### src/rtl/serial_adder_pkg.sv
// Shared definitions for the bit-serial adder: FSM encodings and default width.
package serial_adder_pkg;

  localparam int DEFAULT_WIDTH = 8;

  typedef enum logic [1:0] {
    IDLE = 2'd0,
    RUN  = 2'd1,
    DONE = 2'd2
  } state_t;

endpackage

### src/rtl/full_adder.sv
// Single-bit full adder cell used as the serial adder's arithmetic core.
module full_adder (
  input  logic a,
  input  logic b,
  input  logic cin,
  output logic sum,
  output logic cout
);

  assign sum  = a ^ b ^ cin;
  assign cout = (a & b) | (a & cin) | (b & cin);

endmodule

### src/rtl/serial_adder.sv
// Bit-serial adder: LSB-first, one bit per clock through a single full-adder
// cell and one carry flip-flop. The result is published with a one-cycle done pulse.
module serial_adder
  import serial_adder_pkg::*;
#(
  parameter int WIDTH = DEFAULT_WIDTH
) (
  input  logic             clk,
  input  logic             rst,
  input  logic             start,
  input  logic [WIDTH-1:0] a,
  input  logic [WIDTH-1:0] b,
  input  logic             cin,
  output logic             busy,
  output logic             done,
  output logic [WIDTH-1:0] sum,
  output logic             cout
);

  localparam int CNT_W = $clog2(WIDTH + 1);

  state_t           state;
  state_t           state_next;
  logic [WIDTH-1:0] sh_a;
  logic [WIDTH-1:0] sh_b;
  logic [WIDTH-1:0] res;
  logic             carry;
  logic [CNT_W-1:0] cnt;
  logic             fa_sum;
  logic             fa_cout;
  logic             last_bit;
  logic [WIDTH:0]   res_cat;
  logic [WIDTH-1:0] res_next;

  full_adder u_fa (
    .a    (sh_a[0]),
    .b    (sh_b[0]),
    .cin  (carry),
    .sum  (fa_sum),
    .cout (fa_cout)
  );

  assign last_bit = (cnt == CNT_W'(WIDTH - 1));

  // New sum bit enters at the MSB; concatenating first keeps this legal for WIDTH=1.
  assign res_cat  = {fa_sum, res};
  assign res_next = res_cat[WIDTH:1];

  always_ff @(posedge clk or posedge rst) begin
    if (rst) begin
      state <= IDLE;
    end else begin
      state <= state_next;
    end
  end

  always_comb begin
    state_next = state;
    case (state)
      IDLE:    if (start) state_next = RUN;
      RUN:     if (last_bit) state_next = DONE;
      DONE:    state_next = IDLE;
      default: state_next = IDLE;
    endcase
  end

  always_ff @(posedge clk or posedge rst) begin
    if (rst) begin
      sh_a  <= '0;
      sh_b  <= '0;
      res   <= '0;
      carry <= 1'b0;
      cnt   <= '0;
      sum   <= '0;
      cout  <= 1'b0;
    end else begin
      case (state)
        IDLE: begin
          if (start) begin
            sh_a  <= a;
            sh_b  <= b;
            carry <= cin;
            cnt   <= '0;
            res   <= '0;
          end
        end
        RUN: begin
          sh_a  <= sh_a >> 1;
          sh_b  <= sh_b >> 1;
          carry <= fa_cout;
          res   <= res_next;
          cnt   <= cnt + CNT_W'(1);
          // Outputs only move on the edge that retires the final bit.
          if (last_bit) begin
            sum  <= res_next;
            cout <= fa_cout;
          end
        end
        default: ;
      endcase
    end
  end

  assign busy = (state == RUN);
  assign done = (state == DONE);

endmodule

### config.mk
export PLATFORM = sky130hd
export DESIGN_NAME = serial_adder
export DESIGN_NICKNAME = d
export VERILOG_FILES = /design/src/rtl/serial_adder_pkg.sv /design/src/rtl/full_adder.sv /design/src/rtl/serial_adder.sv
export SDC_FILE = /design/constraint.sdc
export NUM_CORES = 1
export LEC_CHECK = 0
export CAP_MARGIN = 0
export CORE_MARGIN = 2
export CORE_UTILIZATION = 51
export CTS_CLUSTER_SIZE = 16
export DETAILED_ROUTE_END_ITERATION = 16
export GPL_TIMING_DRIVEN = 1
export PLACE_DENSITY_LB_ADDON = 0.05
export SLEW_MARGIN = 20
export SYNTH_ARGS = -nofsm -noshare
export SYNTH_HDL_FRONTEND = slang
export SYNTH_HIERARCHICAL = 1
export SYNTH_SLANG_ARGS = --single-unit
### constraint.sdc
create_clock -name clk -period 2.1 [get_ports clk]
set_clock_uncertainty 0.05 [all_clocks]
set_input_delay 0.42 -clock clk [delete_from_list [all_inputs] [get_ports clk]]
set_output_delay 0.42 -clock clk [all_outputs]
set_load 0.03 [all_outputs]
; Word level (Yosys, flattened, before mapping)
; Cells that the tools add are included.
[totals]
wordCells = 39
inputBits = 20
out_inout_bits = 11
regBits = 40
[classes]
n_mux = 13
eq_ne = 5
n_reduce_logical = 5
addsub = 1
bitwise_logic = 7
[op_table]
columns = operator, n
row1 = case mux 8 bit (2 select lines), 3
row2 = two-way mux 8 bit, 3
row3 = case mux 4 bit (2 select lines), 1
row4 = AND reduction 2 bit, 3
row5 = "adder 4 x 1 -> 4 bit, second input constant", 1
row6 = "== test 4 x 3 -> 1 bit, second input constant", 1
row7 = two-way mux 2 bit, 2
row8 = two-way mux 4 bit, 1
row9 = case mux 2 bit (2 select lines), 1
row10 = bitwise AND 1 bit, 3
row11 = "== test 2 x 1 -> 1 bit, second input constant", 1
row12 = "== test 2 bit, second input constant", 1
row13 = logical NOT 2 bit, 1
row14 = "inequality test 2 x 1 -> 1 bit, second input constant", 1
row15 = "inequality test 2 bit, second input constant", 1
row16 = OR 1 bit, 2
row17 = case mux 1 bit (2 select lines), 1
row18 = nonzero test 2 bit, 1
row19 = XOR 1 bit, 2
row20 = two-way mux 1 bit, 1

; Logic depth before layout (Yosys ltp)
[logic_depth]
depth_word = 4
depth_mapped = 5
ltp_nobuf = 4

; Cells and area by module
; Netlist, hierarchy kept.
[by_module_without_submodules]
columns = mod, seq_area_each_um2, cells_each, area_per_inst_um2, n_inst
row1 = serial_adder, 975.9, 155, 1714.1, 1
row2 = full_adder, 0.0, 1, 20.0, 1

; Least setup slack after synthesis
; OpenSTA, ideal clock, no wires.
[synth_timing]
path_kind = flip-flop to output port
startpoint = register state[1]
endpoint = output done
arrival_time_ns = 1.245
path_stages_with_launch = 4
setup_slack_ns = 0.385
t_required_ns = 1.630
n_path_buf = 2
cell_sequence = dfrtp_1 -> buf_2 -> clkbuf_1 -> nor2b_1
[synth_between]
elab_chain_cells = 1
[synth_lines]
columns = item, line_no
row1 = "start, declared", serial_adder.sv:22  ; state_t state;
row2 = "start signal, assigned", serial_adder.sv:53  ; state <= state_next;
row3 = == test 2 bit, serial_adder.sv:105  ; assign done = (state == DONE);
row4 = "end, declared", serial_adder.sv:15  ; output logic done,
; No other way between the ends.

; Worst setup path after layout
[layout_timing]
startpoint = register sum[4]
endpoint = output sum[4]
[layout_lines]
columns = item, line_no
row1 = "start, declared", serial_adder.sv:16  ; output logic [WIDTH-1:0] sum,
row2 = "start signal, assigned", serial_adder.sv:95  ; sum <= res_next;
; No word-level cell between the ends.

==> impl_metrics.tcl <==
set metrics [dict create \
    drc 0 \
    period_share_pct 88.5 \
    drt_pass1_iterations 5 \
    fin_hold_ws_ps 419 \
    cts_tree "done" \
    via_per_inst 5.43 \
    ys_seq_area_share_pct 56.3 \
    worstPathArrival_ps 1390 \
    clkTransAtPathRegs_ps 120 \
    cpLargestDelayFamily "buffers and inverters" \
    syn_avg_cell_area_sq_um 11.1 \
    grt_pass1_wl_microns 6380 \
    antenna_found_initial 0 \
    totalNegativeSetupSlack_ps 0 \
    irDropWorstVdd_mv 0.801 \
    finalWeightedCongestion 0.745 \
    cts_sinks 39 \
    regArea_sq_um 976 \
    drt_iter0_drc 111 \
    slowest_stage "clkdlybuf4s50_1" \
    hold_viol 0 \
    p_comb_share_pct 42.7 \
    holdCritPathClass "input pin to async pin" \
    finalPower_mw 2.90 \
    min_period_ps 1860 \
    cts_buffers 5 \
    dp_slack_ps 311 \
    worstSetupPathType "register to output pin" \
    start_util_pct 52.4 \
    switching_share_pct 39.2 \
    routedWlPerCell_microns 14.7 \
    vias 1286 \
    fmax_mhz 538 \
    overflow 0 \
    wl_microns 3480 \
    synth_seq_cells 39 \
    p_per_area_nw_per_um2 1350 \
    synth_area_sq_um 1730 \
    die_x_microns 62.3 \
    num-fill-cells 282 \
    seq_power_share_pct 44.2 \
    rows 21 \
    place_inst 229 \
    die_area_sq_um 3880 \
    area_growth_syn_to_layout_pct 24.0 \
    p_leak_nw 0.944 \
    diodes 0 \
    grt_pass1_vias 1357 \
    ant_nets 0 \
    setup_slack_ps 241 \
    worst_ep_required_time_ps 1630 \
    cts_max_path_buffers 2 \
    cts_setup_buffers 0 \
    synth_cells 156 \
    maxCapViolations 0 \
    synthTopCellsByArea "dfrtp_1 56%, mux2_2 5.8%, o21ai_0 5.2%, a22oi_1 4.8%, nor2b_1 4.7%" \
    syn_nets 178 \
    core_region_area_sq_um 3310 \
    cp_num_buf_inv 1 \
    grt_max_degree 40 \
    cts_root_buffer "clkbuf_4" \
    insertion_delay_ps 350 \
    final_util_pct 64.9 \
    yosysWarnings 6 \
    rsz0062_at_grt "no" \
    synth_top_area_share_pct 56.3 \
    clockPowerShare_pct 13.1 \
    finalSetupViolations 0 \
    tightest_slew_ps 490 \
    dp_hpwl_microns 2340 \
    track_usage_pct 21.0 \
    max_slew_margin_pct 67.4 \
    yosysUniqueCellTypes 25 \
    finalInstanceArea_sq_um 2150 \
    ioPinCount 31 \
    cts_resized 1 \
    cts_max_level 2 \
    status "finished clean" \
    max_stage_delay_ps 670 \
    cp-start-kind "register" \
    chipHeight_microns 62.3 \
    nets 212 \
    drive_above_1_share_pct 14.1 \
    endpoint_kind "output pin" \
    yosysTopAreaCell "dfrtp_1" \
    cts_hold_buf 0 \
    power.internal_mw 1.76 \
    port_buffers 30 \
    drv_slew 0 \
    path_max_fanout 2 \
    dpl_cell_area_sq_um 2100 \
    switching_power_mw 1.14 \
    finalNonFillerCells 237 \
    cp_cell_sequence "clkdlybuf4s50_1" \
    multiInputGateArea_sq_um 698 \
]
per-layer routing:
layer | track usage, % | vias up | part of all wire [%]
met3 | 5.98 | 5 | 4.4
met1 | 27.7 | 627 | 46
met5 | 0 | - | 0
met4 | 5.83 | 0 | 1.4
met2 | 34.1 | 27 | 48
li1 | - | 627 | -
power groups by stage:
| stage | logic [mW] | registers (mW) | clock network (mW) |
|---|---|---|---|
| floorplan | 0.732 | 1.38 | 0 |
| global placement | 1.22 | 1.28 | 0 |
| detailed placement | 1.26 | 1.29 | 0 |
| CTS | 1.26 | 1.28 | 0.391 |
| global route | 1.38 | 1.33 | 0.437 |
| finish | 1.24 | 1.28 | 0.380 |
synthesized netlist by cell type:
library cell,instances
nor2_1,1
nand2_1,9
inv_1,4
nor2b_1,13
mux2_2,9
o21ai_0,18
buf_2,3
ha_1,1
o21bai_2,1
nor3_4,1
nand3_1,3
nor3b_1,1
a32o_1,1
a31oi_1,4
fa_1,1
a22oi_1,11
buf_4,1
clkbuf_1,6
and2b_1,1
a21oi_1,14
a22o_1,8
or3_1,1
nand2b_2,1
and2_1,4
dfrtp_1,39
placed cells by master (no fill, tap or decap):
| master | count |
|---|---|
| a21oi_1 | 14 |
| a22o_1 | 8 |
| a22oi_1 | 11 |
| dlygate4sd2_1 | 1 |
| nor2_1 | 1 |
| nor3_4 | 1 |
| clkbuf_4 | 5 |
| a31oi_1 | 4 |
| and2_1 | 4 |
| clkinv_2 | 1 |
| buf_4 | 8 |
| inv_1 | 4 |
| nor2b_1 | 13 |
| nor3b_1 | 1 |
| or3_1 | 1 |
| o21bai_2 | 1 |
| nand2_1 | 9 |
| nand3_1 | 3 |
| dfrtp_1 | 39 |
| fa_1 | 1 |
| and2b_1 | 1 |
| a32o_1 | 1 |
| clkdlybuf4s50_1 | 28 |
| o21ai_0 | 18 |
| clkinvlp_4 | 1 |
| nand2b_2 | 1 |
| clkbuf_1 | 1 |
| mux2_2 | 9 |
| ha_1 | 1 |
cell families after synthesis:
| logic type | after synthesis | synth area share (%) |
|---|---|---|
| AOI/OAI and AO/OA | 57 | 20.7 |
| adders and majority gates | 2 | 1.88 |
| buffers and inverters | 14 | 3.46 |
| DFF | 39 | 56.3 |
| muxes | 9 | 5.84 |
| and+or+nand+nor | 35 | 11.8 |
final cells by class:
cell class / count / share of cell area [%]
sequential: 39 / 45.4
multi-input combinational: 103 / 32.5
timing repair buffer: 37 / 16.2
tap: 46 / 2.68
clock buffer: 6 / 1.92
inverter: 4 / 0.698
clock inverter: 2 / 0.582
final timing paths:
check / from / end / slack (ps) / cells after the start
max: sum[4]$_DFFE_PP0P_ / sum[4] / 240 / 1
min: rst / sum[2]$_DFFE_PP0P_ / 420 / 3
max reg2reg: state[1]$_DFFE_PP0P_ / sum[5]$_DFFE_PP0P_ / 420 / 3
min reg2reg: sh_a[6]$_DFFE_PP0P_ / sh_a[6]$_DFFE_PP0P_ / 440 / 2
max in group asynchronous: rst / sh_b[4]$_DFFE_PP0P_ / 1230 / 3
min in group clk: sh_a[6]$_DFFE_PP0P_ / sh_a[6]$_DFFE_PP0P_ / 440 / 2
flip-flops by register name, summed over array words and instances (netlist names):
signal  count
sh_b        8
sum         8
cnt         4
carry       1
res         7
state       2
sh_a        8
cout        1
(Power assumes the default switching activity.)
